<file path="config.mk">
export PLATFORM = sky130hd
export DESIGN_NAME = reg_file_2r1w
export DESIGN_NICKNAME = d
export VERILOG_FILES = /design/src/rtl/reg_file_2r1w.sv
export SDC_FILE = /design/constraint.sdc
export NUM_CORES = 1
export LEC_CHECK = 0
export CORE_ASPECT_RATIO = 2
export CORE_MARGIN = 8
export CORE_UTILIZATION = 46
export CTS_BUF_LIST = sky130_fd_sc_hd__clkbuf_16
export CTS_CLUSTER_SIZE = 40
export DETAILED_ROUTE_END_ITERATION = 10
export PLACE_DENSITY = 0.85
export SLEW_MARGIN = 20
export SYNTH_ARGS = -nofsm -noshare
export SYNTH_HDL_FRONTEND = slang
export SYNTH_SLANG_ARGS = --single-unit
</file>
<file path="constraint.sdc">
create_clock -name clk -period 1.5 [get_ports clk]
set_clock_uncertainty 0.05 [all_clocks]
set_input_delay 0.225 -clock clk [delete_from_list [all_inputs] [get_ports clk]]
set_output_delay 0.225 -clock clk [all_outputs]
set_load 0.01 [all_outputs]
</file>
<file path="src/rtl/reg_file_2r1w.sv">
// Two-read, one-write register file with a built-in clear sequencer that zeroes every entry
// after reset and on request. Define REG_FILE_2R1W_BYPASS_EN for same-cycle write-to-read bypass.
module reg_file_2r1w #(
  parameter int unsigned B = 8,
  parameter int unsigned W = 2
) (
  input  logic         clk,
  input  logic         rst_n,
  input  logic         wr_en,
  input  logic [W-1:0] w_addr,
  input  logic [B-1:0] w_data,
  input  logic [W-1:0] r_addr0,
  output logic [B-1:0] r_data0,
  input  logic [W-1:0] r_addr1,
  output logic [B-1:0] r_data1,
  input  logic         clr_req,
  output logic         busy
);

  localparam int unsigned Depth = 2 ** W;

  typedef enum logic {StClear, StIdle} state_e;

  state_e         state_q, state_d;
  logic [W-1:0]   clr_addr_q, clr_addr_d;
  logic [B-1:0]   mem_q [Depth];

  logic           mem_we;
  logic [W-1:0]   mem_waddr;
  logic [B-1:0]   mem_wdata;

  always_ff @(posedge clk or negedge rst_n) begin
    if (!rst_n) begin
      state_q    <= StClear;
      clr_addr_q <= '0;
    end else begin
      state_q    <= state_d;
      clr_addr_q <= clr_addr_d;
    end
  end

  always_comb begin
    state_d    = state_q;
    clr_addr_d = clr_addr_q;
    unique case (state_q)
      StClear: begin
        if (&clr_addr_q) begin
          state_d    = StIdle;
          clr_addr_d = '0;
        end else begin
          clr_addr_d = clr_addr_q + W'(1);
        end
      end
      StIdle: begin
        // clr_req only takes effect from idle, so a request mid-clear never extends it.
        if (clr_req) begin
          state_d    = StClear;
          clr_addr_d = '0;
        end
      end
      default: begin
        state_d    = StClear;
        clr_addr_d = '0;
      end
    endcase
  end

  assign busy = (state_q == StClear);

  // The clear owns the write port while busy; rst_n gates it so reset never touches the array.
  always_comb begin
    mem_we    = 1'b0;
    mem_waddr = w_addr;
    mem_wdata = w_data;
    if (rst_n) begin
      if (busy) begin
        mem_we    = 1'b1;
        mem_waddr = clr_addr_q;
        mem_wdata = '0;
      end else begin
        mem_we    = wr_en;
      end
    end
  end

  always_ff @(posedge clk) begin
    if (mem_we) begin
      mem_q[mem_waddr] <= mem_wdata;
    end
  end

  always_comb begin
    r_data0 = '0;
    r_data1 = '0;
    if (!busy) begin
      r_data0 = mem_q[r_addr0];
      r_data1 = mem_q[r_addr1];
`ifdef REG_FILE_2R1W_BYPASS_EN
      if (wr_en && (r_addr0 == w_addr)) begin
        r_data0 = w_data;
      end
      if (wr_en && (r_addr1 == w_addr)) begin
        r_data1 = w_data;
      end
`endif
    end
  end

endmodule

</file>
==> Word-level counts from Yosys, hierarchy flattened <==
Memory sizes are Yosys's and may differ from the RTL's.
Cells that the tools add are included.
{ "word_totals": {"mem_count": 1, "mem_bits_rw": 32, "elab_cells": 23, "in_bits": 18, "reg_bits": 3} }
{ "classes": {"add_sub_neg": 1, "eq_ne": 1, "muxes": 16, "bitwise": 1, "reduce_logical": 1} }
{ "memory_table": {"columns": ["name", "words", "word_bits", "rd", "rd_clocked_by_memory_dff", "wr", "line_no", "rtl"], "rows": [
  ["mem_q", 4, 8, 2, 0, 1, "26", "logic [B-1:0] mem_q [Depth];"]
]} }
{ "ops": {"columns": ["operator", "n"], "rows": [
  ["8-bit two-way mux", 4],
  ["2-bit two-way mux", 4],
  ["1-bit two-way mux", 6],
  ["2-bit case mux with 2 select lines", 1],
  ["2-bit by 1-bit adder with 2-bit output (second input constant)", 1],
  ["2-bit != test (second input constant)", 1],
  ["1-bit case mux with 2 select lines", 1],
  ["2-bit AND reduction", 1],
  ["1-bit NOT", 1]
]} }

==> Depth between registers and ports, before layout <==
Gate-level depths: netlist of the first run.
{ "logic_depth": {"word_depth": 4, "depth_mapped": 4} }

==> Worst setup path after synthesis of the first run <==
OpenSTA, ideal clock, no wires.
{ "synth_path": {"kind": "reg2reg", "start": "reg state_q", "end": "mem mem_q[0][0], enable pin", "stages_incl_launch_ff": 4, "slack_ps": -138, "setup_ps": 370, "t_arrival_ps": 1218, "cell_sequence": "dfrtp_1 -> nand2b_1 -> mux2_4 -> nor2_1"} }
{ "synth_via": {"elab_chain_len": 4} }
{ "synth_rtl": {"columns": ["element", "line_no", "rtl"], "rows": [
  ["start, declared", "24", "state_e state_q, state_d;"],
  ["start signal, assigned", "34", "state_q <= StClear;"],
  ["start signal, assigned", "37", "state_q <= state_d;"],
  ["1-bit two-way mux", "76", "if (busy) begin"],
  ["1-bit two-way mux", "75", "if (rst_n) begin"],
  ["1-bit two-way mux", "87", "if (mem_we) begin"],
  ["1-bit two-way mux (implied by the code)", "88", "mem_q[mem_waddr] <= mem_wdata;"],
  ["end, declared", "26", null]
]} }
Parallel ways exist; a longest one is shown, timed or not.

==> Worst setup path in the final report of the first run <==
{ "layout_path": {"start": "reg state_q", "end": "mem mem_q[3][7], enable pin"} }
The elaborated chain is that of the path after synthesis.

==> results of run 1 <==
## what timing repair did
item / in CTS / in global routing
buffers inserted: 3 / 4
cloned: 2 / 0
setup endpoints to repair: 81 / 81
gates resized for setup: 111 / 20
pin swaps: 4 / 14
## final cells by class
class / count / area share (%)
Clock buffer: 5 / 4.812
Multi-Input combinational cell: 78 / 31.62
Tap cell: 49 / 2.358
Timing Repair Buffer: 54 / 20.69
Clock inverter: 3 / 0.4812
Sequential cell: 35 / 39.89
Inverter: 1 / 0.1444
## worst reg2reg max path: stages, from the launching register on
cell and delay, ns:
dfrtp_2 0.43, buf_6 0.14, nand2b_4 0.16, buf_6 0.13, mux2i_4 0.20, nor2_4 0.15, buf_6 0.14
## metal layers
layer  vias to the layer above  routed length [um]  GRT usage, %
met1                       613                1372         12.10
met2                        52                2869         31.80
met4                         0                 127         12.04
met3                        12                 235         3.125
met5                         -                   0             0
li1                        580                   -             -
## cell usage after synthesis (all sizes together)
master and n:
o2bb2ai 1, o21ai 2, o22ai 16, o21a 1
a31oi 1, mux2 1, and4 1, inv 1
edfxtp 32, and2 8, nand4b 1, nand2 4
dfrtp 3, nand2b 3, ha 1, mux2i 33
nand3b 1, buf 8, nor2 4
## cells by family after synthesis
group | count (synthesis) | share of synthesized area, %
flip-flops | 35 | 59.44
multiplexers | 34 | 19.81
AND/OR/NAND/NOR | 22 | 7.107
AO/OA/AOI/OAI | 21 | 7.610
buffers and inverters | 9 | 5.312
adder cells (fa/ha/maj) | 1 | 0.7178
## state kept, by name, indices dropped and copies added (netlist names)
name	count
mem_q	32
state_q	1
clr_addr_q	2
## per-stage QoR
step | instance area [um^2] | setup WS [ns]
3_3_place_gp | 2176 | -0.5302
3_5_place_dp | 2176 | -0.5616
4_1_cts | 2484 | -0.1602
6_report | 2600 | -0.1707
2_1_floorplan | 1748 | -0.1383
5_1_grt | 2600 | -0.1980
## power by group
| group | switching (W) | total (W) | leakage [nW] | internal [W] |
|---|---|---|---|---|
| Combinational | 0.000690 | 0.00140 | 0.684 | 0.000709 |
| Clock | 0.000340 | 0.000938 | 0.0724 | 0.000598 |
| Sequential | 0.000142 | 0.00146 | 0.333 | 0.00132 |
| Total | 0.00117 | 0.00380 | 1.09 | 0.00263 |
## worst paths after layout
check	slack, ns	from	to
min in group clk	0.52	clr_req	clr_addr_q[1]$_DFFE_PN0P_
worst max-delay path	-0.17	state_q$_DFF_PN0_	mem_q[3][7]$_DFFE_PP_
worst min-delay path	0.30	rst_n	clr_addr_q[0]$_DFFE_PN0P_
worst min register to register	0.55	clr_addr_q[0]$_DFFE_PN0P_	clr_addr_q[0]$_DFFE_PN0P_
max in group asynchronous	0.97	rst_n	state_q$_DFF_PN0_
worst max register to register	-0.17	state_q$_DFF_PN0_	mem_q[3][7]$_DFFE_PP_
==> results.md, run 1 <==
* Final setup violation count at between 40 and 50
* Maximum vdd drop at 0.001368 V
* Fraction of layout cells with a size suffix above 1 at about 46%
* Placeable Area at about 3600 um^2
* Clk buf depth at 2
* Most frequent cells in the layout: 32 x mux2i_1, 32 x edfxtp_1, 16 x buf_2
* Hold_ws at ~0.30 ns
* Final setup margin at -0.1707 ns
* Crit-path cells: buf_6 -> nand2b_4 -> buf_6 -> mux2i_4 -> nor2_4 -> buf_6
* Most used cell along the critical path: buf_6
* # diodes at 0
* Worst Setup End Kind: flop
* Worst-path fanout max at 4
* Dominant cells by area after synthesis: edfxtp_1 55%, mux2i_1 19%, o22ai_1 5.7%
* Final Slew Violations at 0
* Final Util at between 70% and 80%
* Leak pwr at approximately 1.1 nW
* 1st-iter DRT viols at 20
* Failing checks: negative setup slack
* Root buffer cell: clkbuf_16
* ANT nets after route at 0
* Post-Syn Area at approximately 1700 um^2
* Clk_lat worst skew at 0.27 ns
* RSZ-0062 raised after global routing: yes
* Hold buffer count at cts at 0
* Register area share after synthesis at between 50% and 60%
* Multi-input gate area at between 800 and 900 um^2
* Setup_tns at -6.104 ns
* Largest net degree at the start of global routing at 12
* Global-route wire length before repair at 7.107 mm
* Crit path time final at approximately 1.7 ns
* Antenna violations before repair at 0
* Status: finished, violations left
* Critical path class: reg -> reg
* Final Hold Viols at 0
* FP Rows at 31
* Total power at 0.003797 W
* Crit path buf inv count at 3
* Period utilization at 111.4%
* Area leader, netlist: edfxtp_1
* Residual DRC at 0
* CP Depth at 6
* Fmax at approximately 600 MHz
* Worst path slowest cell: dfrtp_2
* Worst EP arrival at around 1.6 ns
* Clock tree sinks at 35
* Synthesized instance count at 122
* Fill cells at ~260
* Die width at around 60 um
* Worst rel slew slack at 82.79%
* Detailed Place HPWL at ~3 mm
* CTS tree: built
* Synth top area share at a little under three fifths
* Syn_area_per_cell at between 10 and 15 um^2
* Vias in the first global route at between 1.5k and 2k
* Cts bufs inserted at 5
* Worst Max-Slew Pin Slew at about 0.25 ns
* Port Buffer Count at 34
* Layout Cells excl Fill at around 230
* Synthesis warning total at 0
* Clock transition at the registers of the reported paths at about 0.05 ns
* Initial DRT Pass Iterations at 4
* Syn Nets at 141
* Area grow syn2layout at 49.17%
* Die ar. at 6134 um^2
* Worst path max stage delay at ~0.43 ns
* Reg2Reg Depth at 6
* H-tree depth at 2
* Gr ovfl total at 0
* Max cap viols at 0
* GRT Overall Usage at about 16%
* Final net count at about 190
* DP Cell Count at 209
* Num ports at 35
* Post-synthesis register bit count at 35
* Total number of vias at around 1.3k
* Register Area at between 1000 and 1500 um^2
* DIE HEIGHT at 103.1 um
* Total Wirelength at about 4.6 mm
* Synth unique cells at 21
* Pwr dens at 1460 nW/um^2
* Family with the most delay on the worst path: flip-flops
* Starting density of the core at 47.80%
* GPL Wtd Cong at 0.8035
* Req. time, crit path at between 1 and 1.5 ns
* Setup crit start kind: flop
* Vias per std cell at ~5.6
* HP Class: in -> async
* DR WL/cell at 20.47 um
Power figures use the tool's default switching activity.
==> run 2: changes to the inputs <==
Settings changed: GPL_TIMING_DRIVEN from default to 0.
==> run 2 against run 1 <==
- non-clock buffer count fell by 10
- sequential cell count did not move
- maximum frequency rose by 6.8%
- global-route usage fell by 1.4 points
- cell area fell by 5.5%
- critical endpoint is now mem_q[2][3]$_DFFE_PP_
- clock power rose by 2%
- the run still ends with negative setup slack left
- core utilization fell by 3.9 points
- first-iteration DRC count rose by 110%
==> results.md, run 2 (synthesis results as in run 1) <==
* Final net count at between 150 and 200
* Vias per std cell at roughly 5.5
* Crit path time final at around 1.6 ns
* GRT Overall Usage at between 10% and 20%
* Die ar. at around 6100 um^2
* Antenna violations before repair at 0
* Fraction of layout cells with a size suffix above 1 at between 30% and 40%
* Worst rel slew slack at between 70% and 80%
* Reg2Reg Depth at 5
* Most common cell after layout, fill and taps aside: edfxtp_1
* Largest net degree at the start of global routing at 12
* Detailed Place HPWL at approximately 3 mm
* R2r endpoint: mem_q[2][3]$_DFFE_PP_
* Setup crit start kind: flop
* Worst EP arrival at 1.56 ns
* Clk buf depth at 2
* Setup_tns at -2.123 ns
* Worst-path fanout max at 8
* Global-route wire length before repair at 6.444 mm
* Num ports at 35
* Area grow syn2layout at 40.99%
* Cts bufs inserted at 5
* Maximum vdd drop at around 0.0016 V
* Total number of vias at 1182
* Worst Setup End Kind: flop
* Total power at 0.003639 W
* Req. time, crit path at 1.49 ns
* Hold path startpoint: clr_req
* Gr ovfl total at 0
* Cell count of the worst hold path at 2
* Flop2flop setup slack at -0.06 ns
* Placeable Area at between 3000 and 4000 um^2
* Reg2reg start: state_q$_DFF_PN0_
* Final Hold Viols at 0
* Vias in the first global route at between 1k and 1.5k
* Fill cells at about 270
* HP Class: in -> reg
* Final Slew Violations at 0
* GPL Wtd Cong at about 0.80
* Pwr dens at roughly 1500 nW/um^2
* ANT nets after route at 0
* RSZ-0062 raised after global routing: yes
* Met2 Use GR at about 28%
* Hold EP: clr_addr_q[1]$_DFFE_PN0P_
* Post-DP Area at 2130 um^2
* # diodes at 0
* FP Rows at 31
* Most frequent cells in the layout: 32 x edfxtp_1, 31 x mux2i_1, 15 x buf_2
* Gr busiest metal: met2
* Root buffer cell: clkbuf_16
* Final setup violation count at 48
* Multi-input gate area at around 810 um^2
* Layout Cells excl Fill at 215
* DR WL/cell at 20.10 um
* Largest register FFs at 32
* CTS tree: built
* Total Wirelength at roughly 4.3 mm
* Final setup margin at -0.06409 ns
* Largest regs: mem_q: 32 flops, clr_addr_q: 2 flops, state_q: 1 flops
* 1st-iter DRT viols at 41
* DP Cell Count at between 200 and 250
* Crit-path cells: buf_6 -> and4_1 -> a31oi_2 -> nor2_4 -> buf_12
* Residual DRC at 0
* Setup WS pre-CTS at -0.8568 ns
* Largest Register: mem_q
* Register Area at between 1000 and 1500 um^2
* Clk_lat worst skew at 0.27 ns
* Initial DRT Pass Iterations at 4
* Worst path max stage delay at roughly 0.39 ns
* Die width at roughly 60 um
* Fmax at between 600 and 700 MHz
* Final instance area at approximately 2500 um^2
* Port Buffer Count at 32
* Worst Max-Slew Pin Slew at 0.3632 ns
* Status: finished, violations left
* Met3 GRT Util at ~3.6%
* Starting density of the core at a little under half
* Leak pwr at 0.9811 nW
* H-tree depth at 2
* Critical path class: reg -> reg
* Period utilization at 104.3%
* Max cap viols at 0
* Failing checks: negative setup slack
* M1 GR Usage at about an eighth
* Worst path slowest cell: dfrtp_1
* Clock tree sinks at 35
* Clock transition at the registers of the reported paths at around 0.050 ns
* DIE HEIGHT at 103.1 um
## run 2: area by class of cell
class / instances / area share, %
Sequential cell: 35 / 42.16
Multi-Input combinational cell: 78 / 33.10
Timing Repair Buffer: 38 / 12.73
Clock buffer: 5 / 5.092
Buffer: 6 / 3.615
Tap cell: 49 / 2.495
Clock inverter: 3 / 0.6619
Inverter: 1 / 0.1527
## run 2: repair_timing
item / 4_1_cts / 5_1_grt
pin swaps: 14 / 7
hold buffers: 1 / 0
cloned: 0 / 0
buffers inserted: 4 / 1
setup endpoints to repair: 49 / 49
gates resized for setup: 102 / 10
endpoints found under the hold margin: 3 / 0
## run 2: worst max-delay path: cells and delay by family (launching register included)
family / cells / cell delay [ns]
buf+inv: 2 / 0.31
simple gates: 2 / 0.25
flops: 1 / 0.39
compound gates: 1 / 0.32
## run 2: per-stage QoR
step                      util, %  hold slack (ns)
after floorplan                 -          -0.1206
after global placement      58.41           0.4067
after detailed placement    58.41           0.4224
after CTS                   66.27           0.5187
after global routing        67.40           0.5599
final                       67.40           0.5332
## run 2: worst max-delay path by stage
stage	start	endpoint	slack [ns]	cells past startpoint
floorplan	state_q$_DFF_PN0_	mem_q[0][0]$_DFFE_PP_	-0.14	3
global placement	rst_n	mem_q[0][4]$_DFFE_PP_	-0.77	5
detailed placement	rst_n	mem_q[2][5]$_DFFE_PP_	-0.86	4
CTS	state_q$_DFF_PN0_	r_data0[4]	-0.08	5
global route	state_q$_DFF_PN0_	mem_q[0][3]$_DFFE_PP_	-0.11	5
finish	state_q$_DFF_PN0_	mem_q[2][3]$_DFFE_PP_	-0.06	5
## run 2: routing by layer
| metal | vias up | part of all wire [%] |
|---|---|---|
| met4 | 0 | 3.0 |
| met1 | 575 | 31 |
| met5 | - | 0 |
| met3 | 11 | 4.8 |
| met2 | 38 | 61 |
| li1 | 558 | - |
## run 2: power breakdown
group / leakage, nW / internal, W / switching, W
registers: 0.334 / 0.00132 / 0.000130
clock network: 0.0710 / 0.000604 / 0.000352
logic: 0.576 / 0.000561 / 0.000677
